### src/rtl/maze_pixel_renderer_if.sv
// Control, maze-memory and LCD pixel-port signals of the maze pixel renderer.
// The renderer uses the master view; its environment uses the slave view.
interface maze_pixel_renderer_if;
    logic        start;
    logic        gen_end;
    logic [4:0]  player_x;
    logic [5:0]  player_y;
    logic [4:0]  exit_x;
    logic [5:0]  exit_y;
    logic [10:0] maze_address;
    logic        maze_address_data;
    logic [7:0]  xAddr;
    logic [8:0]  yAddr;
    logic [15:0] pixelData;
    logic        pixelWrite;
    logic        pixelReady;
    logic        busy;
    logic        frame_done;

    modport master (
        input  start, gen_end, player_x, player_y, exit_x, exit_y,
        input  maze_address_data, pixelReady,
        output maze_address, xAddr, yAddr, pixelData, pixelWrite, busy, frame_done
    );

    modport slave (
        output start, gen_end, player_x, player_y, exit_x, exit_y,
        output maze_address_data, pixelReady,
        input  maze_address, xAddr, yAddr, pixelData, pixelWrite, busy, frame_done
    );
endinterface

### src/rtl/maze_pixel_renderer.sv
// Raster-scans the LCD once per frame, reading one wall bit per maze cell per pixel row
// and colouring each pixel by player, exit or wall/floor priority.
module maze_pixel_renderer #(
    parameter int          WIDTH         = 240,
    parameter int          HEIGHT        = 320,
    parameter int          CELL_BITS     = 3,
    parameter int          MAZE_W        = 30,
    parameter int          MAZE_H        = 40,
    parameter int          READ_LATENCY  = 1,
    parameter logic [15:0] WALL_COLOUR   = 16'h0000,
    parameter logic [15:0] FLOOR_COLOUR  = 16'h07E0,
    parameter logic [15:0] PLAYER_COLOUR = 16'hF800,
    parameter logic [15:0] EXIT_COLOUR   = 16'h001F
) (
    input  logic                  clock,
    input  logic                  reset,
    maze_pixel_renderer_if.master bus
);
    localparam int WCW = (READ_LATENCY > 1) ? $clog2(READ_LATENCY) : 1;

    typedef enum logic [2:0] {IDLE, FETCH, WAIT, PRESENT, ADVANCE, DONE} state_t;

    state_t         state;
    logic [WCW-1:0] wait_cnt;
    logic [7:0]     x_addr;
    logic [8:0]     y_addr;
    logic [10:0]    maze_addr;
    logic [15:0]    pixel_data;
    logic           pixel_write;
    logic           busy_q;
    logic           frame_done_q;
    logic           cell_wall;
    logic [4:0]     lat_px;
    logic [5:0]     lat_py;
    logic [4:0]     lat_ex;
    logic [5:0]     lat_ey;

    logic [7:0]     next_x;
    logic [8:0]     next_y;
    logic           last_pixel;

    function automatic logic [10:0] cell_index(input logic [7:0] x, input logic [8:0] y);
        return 11'(x >> CELL_BITS) + 11'(MAZE_W) * 11'(y >> CELL_BITS);
    endfunction

    // Off-grid player/exit coordinates fail the range test and never match.
    function automatic logic [15:0] colour_of(input logic [7:0] x, input logic [8:0] y,
                                              input logic wall);
        logic [10:0] cx, cy;
        cx = 11'(x >> CELL_BITS);
        cy = 11'(y >> CELL_BITS);
        if (11'(lat_px) < 11'(MAZE_W) && 11'(lat_py) < 11'(MAZE_H) &&
            cx == 11'(lat_px) && cy == 11'(lat_py))
            return PLAYER_COLOUR;
        else if (11'(lat_ex) < 11'(MAZE_W) && 11'(lat_ey) < 11'(MAZE_H) &&
                 cx == 11'(lat_ex) && cy == 11'(lat_ey))
            return EXIT_COLOUR;
        else
            return wall ? WALL_COLOUR : FLOOR_COLOUR;
    endfunction

    always_comb begin
        last_pixel = (x_addr == 8'(WIDTH - 1)) && (y_addr == 9'(HEIGHT - 1));
        next_x     = x_addr + 8'd1;
        next_y     = y_addr;
        if (x_addr == 8'(WIDTH - 1)) begin
            next_x = 8'd0;
            next_y = y_addr + 9'd1;
        end
    end

    always_ff @(posedge clock or posedge reset) begin
        if (reset) begin
            state        <= IDLE;
            wait_cnt     <= '0;
            x_addr       <= '0;
            y_addr       <= '0;
            maze_addr    <= '0;
            pixel_data   <= '0;
            pixel_write  <= 1'b0;
            busy_q       <= 1'b0;
            frame_done_q <= 1'b0;
            cell_wall    <= 1'b0;
            lat_px       <= '0;
            lat_py       <= '0;
            lat_ex       <= '0;
            lat_ey       <= '0;
        end else begin
            frame_done_q <= 1'b0;
            case (state)
                IDLE: begin
                    if (bus.start && bus.gen_end) begin
                        lat_px    <= bus.player_x;
                        lat_py    <= bus.player_y;
                        lat_ex    <= bus.exit_x;
                        lat_ey    <= bus.exit_y;
                        x_addr    <= '0;
                        y_addr    <= '0;
                        maze_addr <= '0;
                        busy_q    <= 1'b1;
                        state     <= FETCH;
                    end
                end
                FETCH: begin
                    wait_cnt <= '0;
                    state    <= WAIT;
                end
                // Address was registered on entry to FETCH, so it has been stable
                // for READ_LATENCY cycles when the count expires.
                WAIT: begin
                    if (wait_cnt == WCW'(READ_LATENCY - 1)) begin
                        cell_wall   <= bus.maze_address_data;
                        pixel_data  <= colour_of(x_addr, y_addr, bus.maze_address_data);
                        pixel_write <= 1'b1;
                        state       <= PRESENT;
                    end else begin
                        wait_cnt <= wait_cnt + WCW'(1);
                    end
                end
                PRESENT: begin
                    if (bus.pixelReady) begin
                        pixel_write <= 1'b0;
                        state       <= ADVANCE;
                    end
                end
                ADVANCE: begin
                    if (last_pixel) begin
                        x_addr       <= '0;
                        y_addr       <= '0;
                        busy_q       <= 1'b0;
                        frame_done_q <= 1'b1;
                        state        <= DONE;
                    end else begin
                        x_addr <= next_x;
                        y_addr <= next_y;
                        if (next_x[CELL_BITS-1:0] == '0) begin
                            maze_addr <= cell_index(next_x, next_y);
                            state     <= FETCH;
                        end else begin
                            pixel_data  <= colour_of(next_x, next_y, cell_wall);
                            pixel_write <= 1'b1;
                            state       <= PRESENT;
                        end
                    end
                end
                DONE: state <= IDLE;
                default: state <= IDLE;
            endcase
        end
    end

    assign bus.maze_address = maze_addr;
    assign bus.xAddr        = x_addr;
    assign bus.yAddr        = y_addr;
    assign bus.pixelData    = pixel_data;
    assign bus.pixelWrite   = pixel_write;
    assign bus.busy         = busy_q;
    assign bus.frame_done   = frame_done_q;
endmodule

### src/flat_wrapper.sv
// flat-port wrapper written by rule: the top's interface ports become plain ports
module maze_pixel_renderer_flat 
#(
    parameter int          WIDTH         = 240,
    parameter int          HEIGHT        = 320,
    parameter int          CELL_BITS     = 3,
    parameter int          MAZE_W        = 30,
    parameter int          MAZE_H        = 40,
    parameter int          READ_LATENCY  = 1,
    parameter logic [15:0] WALL_COLOUR   = 16'h0000,
    parameter logic [15:0] FLOOR_COLOUR  = 16'h07E0,
    parameter logic [15:0] PLAYER_COLOUR = 16'hF800,
    parameter logic [15:0] EXIT_COLOUR   = 16'h001F
)
  (clock, reset, bus_start, bus_gen_end, bus_player_x, bus_player_y, bus_exit_x, bus_exit_y, bus_maze_address_data, bus_pixelReady, bus_maze_address, bus_xAddr, bus_yAddr, bus_pixelData, bus_pixelWrite, bus_busy, bus_frame_done);
  maze_pixel_renderer_if bus_i ();
  input  logic clock;
  input  logic reset;
  input wire logic [$bits(bus_i.start)-1:0] bus_start;
  input wire logic [$bits(bus_i.gen_end)-1:0] bus_gen_end;
  input wire logic [$bits(bus_i.player_x)-1:0] bus_player_x;
  input wire logic [$bits(bus_i.player_y)-1:0] bus_player_y;
  input wire logic [$bits(bus_i.exit_x)-1:0] bus_exit_x;
  input wire logic [$bits(bus_i.exit_y)-1:0] bus_exit_y;
  input wire logic [$bits(bus_i.maze_address_data)-1:0] bus_maze_address_data;
  input wire logic [$bits(bus_i.pixelReady)-1:0] bus_pixelReady;
  output wire logic [$bits(bus_i.maze_address)-1:0] bus_maze_address;
  output wire logic [$bits(bus_i.xAddr)-1:0] bus_xAddr;
  output wire logic [$bits(bus_i.yAddr)-1:0] bus_yAddr;
  output wire logic [$bits(bus_i.pixelData)-1:0] bus_pixelData;
  output wire logic [$bits(bus_i.pixelWrite)-1:0] bus_pixelWrite;
  output wire logic [$bits(bus_i.busy)-1:0] bus_busy;
  output wire logic [$bits(bus_i.frame_done)-1:0] bus_frame_done;
  assign bus_i.start = bus_start;
  assign bus_i.gen_end = bus_gen_end;
  assign bus_i.player_x = bus_player_x;
  assign bus_i.player_y = bus_player_y;
  assign bus_i.exit_x = bus_exit_x;
  assign bus_i.exit_y = bus_exit_y;
  assign bus_i.maze_address_data = bus_maze_address_data;
  assign bus_i.pixelReady = bus_pixelReady;
  assign bus_maze_address = bus_i.maze_address;
  assign bus_xAddr = bus_i.xAddr;
  assign bus_yAddr = bus_i.yAddr;
  assign bus_pixelData = bus_i.pixelData;
  assign bus_pixelWrite = bus_i.pixelWrite;
  assign bus_busy = bus_i.busy;
  assign bus_frame_done = bus_i.frame_done;
  maze_pixel_renderer #(.WIDTH(WIDTH), .HEIGHT(HEIGHT), .CELL_BITS(CELL_BITS), .MAZE_W(MAZE_W), .MAZE_H(MAZE_H), .READ_LATENCY(READ_LATENCY), .WALL_COLOUR(WALL_COLOUR), .FLOOR_COLOUR(FLOOR_COLOUR), .PLAYER_COLOUR(PLAYER_COLOUR), .EXIT_COLOUR(EXIT_COLOUR)) u_core (.clock(clock), .reset(reset), .bus(bus_i));
endmodule
### config.mk
export PLATFORM = sky130hd
export DESIGN_NAME = maze_pixel_renderer_flat
export DESIGN_NICKNAME = d
export VERILOG_FILES = /design/src/rtl/maze_pixel_renderer_if.sv /design/src/rtl/maze_pixel_renderer.sv /design/src/flat_wrapper.sv
export SDC_FILE = /design/constraint.sdc
export NUM_CORES = 1
export LEC_CHECK = 0
export ABC_AREA = 1
export ABC_CLOCK_PERIOD_IN_PS = 5570
export CORE_ASPECT_RATIO = 1.5
export CORE_UTILIZATION = 45
export DETAILED_ROUTE_END_ITERATION = 6
export PLACE_DENSITY_LB_ADDON = 0.3
export SYNTH_ARGS = -nofsm -noshare
export SYNTH_HDL_FRONTEND = slang
export SYNTH_SLANG_ARGS = --single-unit
### constraint.sdc
create_clock -name clock -period 5.57 [get_ports clock]
set_clock_uncertainty 0.15 [all_clocks]
set_input_delay 1.3925 -clock clock [delete_from_list [all_inputs] [get_ports clock]]
set_output_delay 1.3925 -clock clock [all_outputs]
set_load 0.02 [all_outputs]
## Word-level counts from Yosys, hierarchy flattened

Index checks and enable logic that the tools add are counted.
W data, S select, Z words.

- Word-level logic and storage cells: 114
- Output and inout bits: 47
- Register bits: 74

- $add $sub $neg: 4
- Reductions and logical operators: 27
- $mul: 1
- Mux-type cells: 40
- Eq/ne operators: 22
- Order comparisons: 4
- Bitwise gates (word level): 1

Operators with widths:

| kind | count |
|---|---|
| $mux W16 | 7 |
| $mux W11 | 5 |
| $pmux W16 S2 | 1 |
| $mux W9 | 3 |
| $eq A6 B6 Y1 | 4 |
| $mux W8 | 3 |
| $pmux W11 S2 | 1 |
| $eq A5 B5 Y1 | 4 |
| $pmux W9 S2 | 1 |
| $pmux W8 S2 | 1 |
| $pmux W3 S5 | 1 |
| $logic_and A1 B1 Y1 | 12 |
| $lt A6 B6 Y1 const B | 2 |
| $mux W3 | 4 |
| $add A5 B11 Y11 | 1 |
| $lt A5 B5 Y1 const B | 2 |
| $mul A4 B6 Y10 const A | 1 |
| $add A9 B1 Y9 const B | 1 |
| $eq A9 B9 Y1 const B | 1 |
| $mux W1 | 9 |
| $reduce_and A3 Y1 | 3 |
| $add A8 B1 Y8 const B | 1 |
| $eq A8 B8 Y1 const B | 1 |
| $ne A2 B2 Y1 const B | 4 |
| other kinds (16) | 26 |

## Depth between registers and ports, before layout

- Depth after elaboration: 10
- Gate-level depth with buffers: 28
- Gate-level depth less buffers: 26

## Least setup slack after synthesis

OpenSTA, ideal clock, no wires.

- Path kind: register to register
- Start: reg u_core.y_addr[0], in the netlist u_core.bus.yAddr[0]
- End: reg u_core.maze_addr[9], in the netlist u_core.bus.maze_address[9]
- Clock period less this slack: 4.484 ns
- Path slack: 1.086 ns
- Arrival: 4.205 ns
- Data required time: 5.291 ns
- Cell stages (with the launch flop): 27
- Cell sequence: dfrtp_1 -> ha_1 -> nand2_1 -> nor2_1 -> nand2_1 -> nand3_2 -> nand2_1 -> nor2_1 -> nor2_1 -> ha_1 -> fa_1 -> inv_1 -> fa_1 -> inv_1 -> ha_1 -> nand2_1 -> nor2_1 -> a211oi_1 -> nor2_1 -> inv_1 -> nor2_1 -> nand2_1 -> inv_1 -> nand2_1 -> a21oi_1 -> o21ai_0 -> o21ai_0

- Word-level cells in the longest chain between the ends: 7
- Elaborated cells between the ends (all ways): 11
- Those cells by class: add/sub (2); mul (1); eq/ne (2); mux (4); reduce/logical (2)

Ends and longest elaborated chain:

| what | line | source |
|---|---|---|
| start: declaration | maze_pixel_renderer.sv:26 | `logic [8:0] y_addr;` |
| start signal: assignment | maze_pixel_renderer.sv:135 | `y_addr <= next_y;` |
| $add A9 B1 Y9 | maze_pixel_renderer.sv:68 | `next_y = y_addr + 9'd1;` |
| $mux W9 | maze_pixel_renderer.sv:66 | `if (x_addr == 8'(WIDTH - 1)) begin` |
| $mul A4 B6 Y10 | maze_pixel_renderer.sv:43 | `return 11'(x >> CELL_BITS) + 11'(MAZE_W) * 11'(y >> CELL_BITS);` |
| $add A5 B11 Y11 | maze_pixel_renderer.sv:43 |  |
| $mux W11 | maze_pixel_renderer.sv:136 | `if (next_x[CELL_BITS-1:0] == '0) begin` |
| $mux W11 | maze_pixel_renderer.sv:127 | `if (last_pixel) begin` |
| $pmux W11 S2 | maze_pixel_renderer.sv:90 | `case (state)` |
| end signal: assignment | maze_pixel_renderer.sv:137 | `maze_addr <= cell_index(next_x, next_y);` |
| end: declaration | maze_pixel_renderer.sv:27 | `logic [10:0] maze_addr;` |

Several ways; a longest one is shown, not always the timed one. The select of a mux whose other input is x is not followed.
A chain may end at the register's enable or synchronous reset.

## Final worst setup path

- Start: reg u_core.x_addr[0], in the netlist u_core.bus.xAddr[0]
- End: reg u_core.maze_addr[9], in the netlist u_core.bus.maze_address[9]

- Word-level cells in the longest chain between the ends: 7
- Elaborated cells between the ends (all ways): 14
- Those cells by class: add/sub (2); mul (1); eq/ne (3); mux (5); reduce/logical (3)

Ends and longest elaborated chain:

| what | line | source |
|---|---|---|
| start: declaration | maze_pixel_renderer.sv:25 | `logic [7:0] x_addr;` |
| start signal: assignment | maze_pixel_renderer.sv:134 | `x_addr <= next_x;` |
| $eq A8 B8 Y1 | maze_pixel_renderer.sv:63, maze_pixel_renderer.sv:66 |  |
| $mux W9 | maze_pixel_renderer.sv:66 |  |
| $mul A4 B6 Y10 | maze_pixel_renderer.sv:43 |  |
| $add A5 B11 Y11 | maze_pixel_renderer.sv:43 |  |
| $mux W11 | maze_pixel_renderer.sv:136 |  |
| $mux W11 | maze_pixel_renderer.sv:127 |  |
| $pmux W11 S2 | maze_pixel_renderer.sv:90 |  |

Several ways; a longest one is shown, not always the timed one. The select of a mux whose other input is x is not followed.

==> key figures <==
Outcome
  – Outcome: finished clean

Timing
  – Slew Viols, Final: 0
  – Max_slew headroom: 0.462
  – Fmax: 202 MHz
  – Period utilization: 0.888
  – Final min period: 4.95 ns
  – RSZ-0062 raised after global routing: false
  – Final hold violations: 0
  – # setup viols final: 0
  – Post-route setup TNS: 0 ns
  – Worst Tran Pin Value: 0.806 ns

Critical path
  – Top delay family on crit path: adder cells
  – CP Capture Type: register
  – Crit Path Class: register to register
  – Crit-path slowest cell: fa_1
  – Worst EP required: 5.61 ns
  – CP peak stage delay: 0.52 ns
  – Max FO, Critical Path: 16
  – WP buf/inv: 4
  – Startpoint Class: register
  – WP data arrival: 4.99 ns

Floorplan
  – Die area: 10,400 um^2
  – Rows: 44
  – Die Height: 125 um
  – Core area: 9690 um^2
  – I/O pin count: 75
  – Die width: 83.8 um
  – Starting Density: 0.466

Power and ir drop
  – Power Dens Cells: 671 nW/um^2
  – P_leak: 2.76 nW
  – Peak VDD IR: 0.371 mV

Yosys
  – Avg Cell Area, Syn: 7.28 um^2
  – Mux cell area share after synthesis: 0
  – Number of synthesized flops with an enable pin: 0
  – Post-Synth Adder-Cell Area: 0.0799
  – Seq/Total Area, Yosys: 0.333
  – Cells after Synth: 620
  – Area fraction in compound gates after synthesis: 0.102
  – Post-synthesis xor/xnor area fraction: 0.0582
  – Syn. warnings: 0
  – Yosys cell types: 43
  – Mapped Area: 4510 um^2
  – Synth Flop Type: dfrtp_1
  – Area share of the largest cell type after synthesis: 0.333
  – Mapped Nets: 673
  – Post-synthesis simple-gate area fraction: 0.300
  – Main combinational cell family by area after synthesis: simple AND/OR/NAND/NOR gates
  – Synth top area cells: dfrtp_1 (33%), nand2_1 (14%), inv_1 (8.0%)
  – Area leader, netlist: dfrtp_1
  – Synth Register Bits: 60
  – Asr flop ratio synth: 1.00

Clock network
  – Max H-tree Level: 3
  – Clock sink total: 60
  – Number of CTS-inserted buffers: 9
  – Root buf cell: clkbuf_16
  – Post-CTS Resized: 0
  – CTS tree: built
  – Hold buffer count at cts: 0
  – Clock buffer depth: 2
  – Clk slew on worst S/H paths: 0.06 ns
  – Clk Latency, worst-skew pair: 0.34 ns
  – Buffers inserted by post-CTS timing repair: 0

Global routing
  – GRT Util Overall: 0.256
  – First-pass GRT wire length: 20,900 um
  – Largest net degree at the start of global routing: 37
  – Number of global-route vias before repair: 4,292
  – Initial antenna violation count: 0
  – Total grt overflow: 0

Layout
  – Number of fill cells: 914
  – Commonest non-fill, non-tap cells in the layout: nand2_1 (163), inv_1 (95), clkdlybuf4s50_1 (74), dfrtp_1 (60), nand3_1 (43)
  – # diodes: 0
  – Layout Nets: 732
  – Final Util: 0.576
  – Share of layout cells above drive strength 1: 0.0789
  – Most common cell after layout, fill and taps aside: nand2_1
  – Syn-to-layout area delta: 23.7%

Placed design
  – RD Place Congestion: 0.923
  – PortBufs: 74
  – Hpwl dp: 9840 um

Run
  – Max-Cap Viols: 0

Drt
  – DRT iter0 DRCs: 266
  – Drt wl/cell: 15.9 um
  – Vias per Instance: 5.41
  – DRC viols: 0
  – Final ANT Viol Nets: 0
  – Via count: 4,323
  – DRT Pass-1 Iters: 5
  – Routed WL: 12,700 um

Hold path
  – Hold Crit Class: register to register
-- layer usage --
metal	wire, um	vias up	share of wire	track usage
met5	0	-	0	0
li1	-	2101	-	-
met3	627	31	0.049	0.0437
met2	6750	138	0.53	0.470
met1	4930	2053	0.39	0.285
met4	418	0	0.033	0.112
-- worst min-delay path, stage by stage, from the launching register on --
cell and delay [ns]:
dfrtp_1 0.36, nand2_1 0.06, nand2_1 0.05
-- power by group --
| group | internal [W] | switching (W) |
|---|---|---|
| Clock | 0.000440 | 0.000221 |
| Sequential | 0.000628 | 0.000269 |
| Combinational | 0.000883 | 0.00130 |
-- cell usage after synthesis (2+ instances only) --
master,instances
buf_4,14
nor2_1,40
xor2_1,20
nor4_1,2
o22ai_1,18
nand2_1,163
clkbuf_1,7
nor2_2,5
a21oi_2,3
nor2_4,4
o21ai_1,2
fa_1,5
nand2_2,6
inv_1,96
xnor2_1,10
a41oi_1,2
buf_2,5
dfrtp_1,60
buf_6,3
o21ai_0,29
inv_2,6
a21oi_1,11
nor3_1,4
nand3_2,5
nand3_1,43
ha_1,20
nand3b_1,4
nand4_1,18
-- metrics by stage --
stage | instance area [um^2] | hold WS, ns | setup slack, ns | total power, W | instances
after global placement | 5230 | 0.329 | 0.904 | 0.00302 | 783
after global routing | 5580 | 0.393 | 0.240 | 0.00404 | 799
final | 5580 | 0.348 | 0.622 | 0.00374 | 799
after CTS | 5580 | 0.352 | 0.629 | 0.00376 | 799
after floorplan | 4510 | 0.304 | 1.09 | 0.00243 | 620
after detailed placement | 5230 | 0.339 | 0.730 | 0.00307 | 783
-- sequential cells by signal (all words and copies together) (netlist names), 3 cells and up --
signal	flops
u_core.bus.maze_address	11
u_core.bus.xAddr	8
u_core.bus.yAddr	9
u_core.lat_ex	5
u_core.lat_py	6
u_core.lat_ey	6
u_core.bus.pixelData	3
u_core.state	3
u_core.lat_px	5
-- path summary, 6_finish.rpt --
check | from | endpoint | slack, ns | cells past startpoint
max reg2reg | u_core.bus.xAddr[0] | u_core.bus.maze_address[9] | 0.62 | 26
min in group asynchronous | reset | u_core.bus.frame_done | 1.36 | 2
min | u_core.lat_ey[0] | u_core.lat_ey[0] | 0.35 | 2
max in group asynchronous | reset | u_core.lat_py[0] | 3.06 | 3
max | u_core.bus.xAddr[0] | u_core.bus.maze_address[9] | 0.62 | 26
min reg2reg | u_core.lat_ey[0] | u_core.lat_ey[0] | 0.35 | 2
-- cells by family (layout without fill, tap and decap cells) --
group                    count (synthesis)  count (layout)
adder cells (fa/ha/maj)                 26              26
XOR/XNOR                                30              30
buffers and inverters                  131             195
AO/OA/AOI/OAI                           76              76
AND/OR/NAND/NOR                        297             297
flip-flops                              60              60
-- final cells by class --
type | count | area, um^2 | share of cell area
tap | 115 | 144 | 0.0258
clock buffer | 9 | 225 | 0.0404
inverter | 102 | 383 | 0.0686
timing repair buffer | 77 | 763 | 0.137
multi-input combinational | 429 | 2440 | 0.437
sequential | 60 | 1500 | 0.269
clock inverter | 7 | 125 | 0.0224
Power figures use the tool's default switching activity.
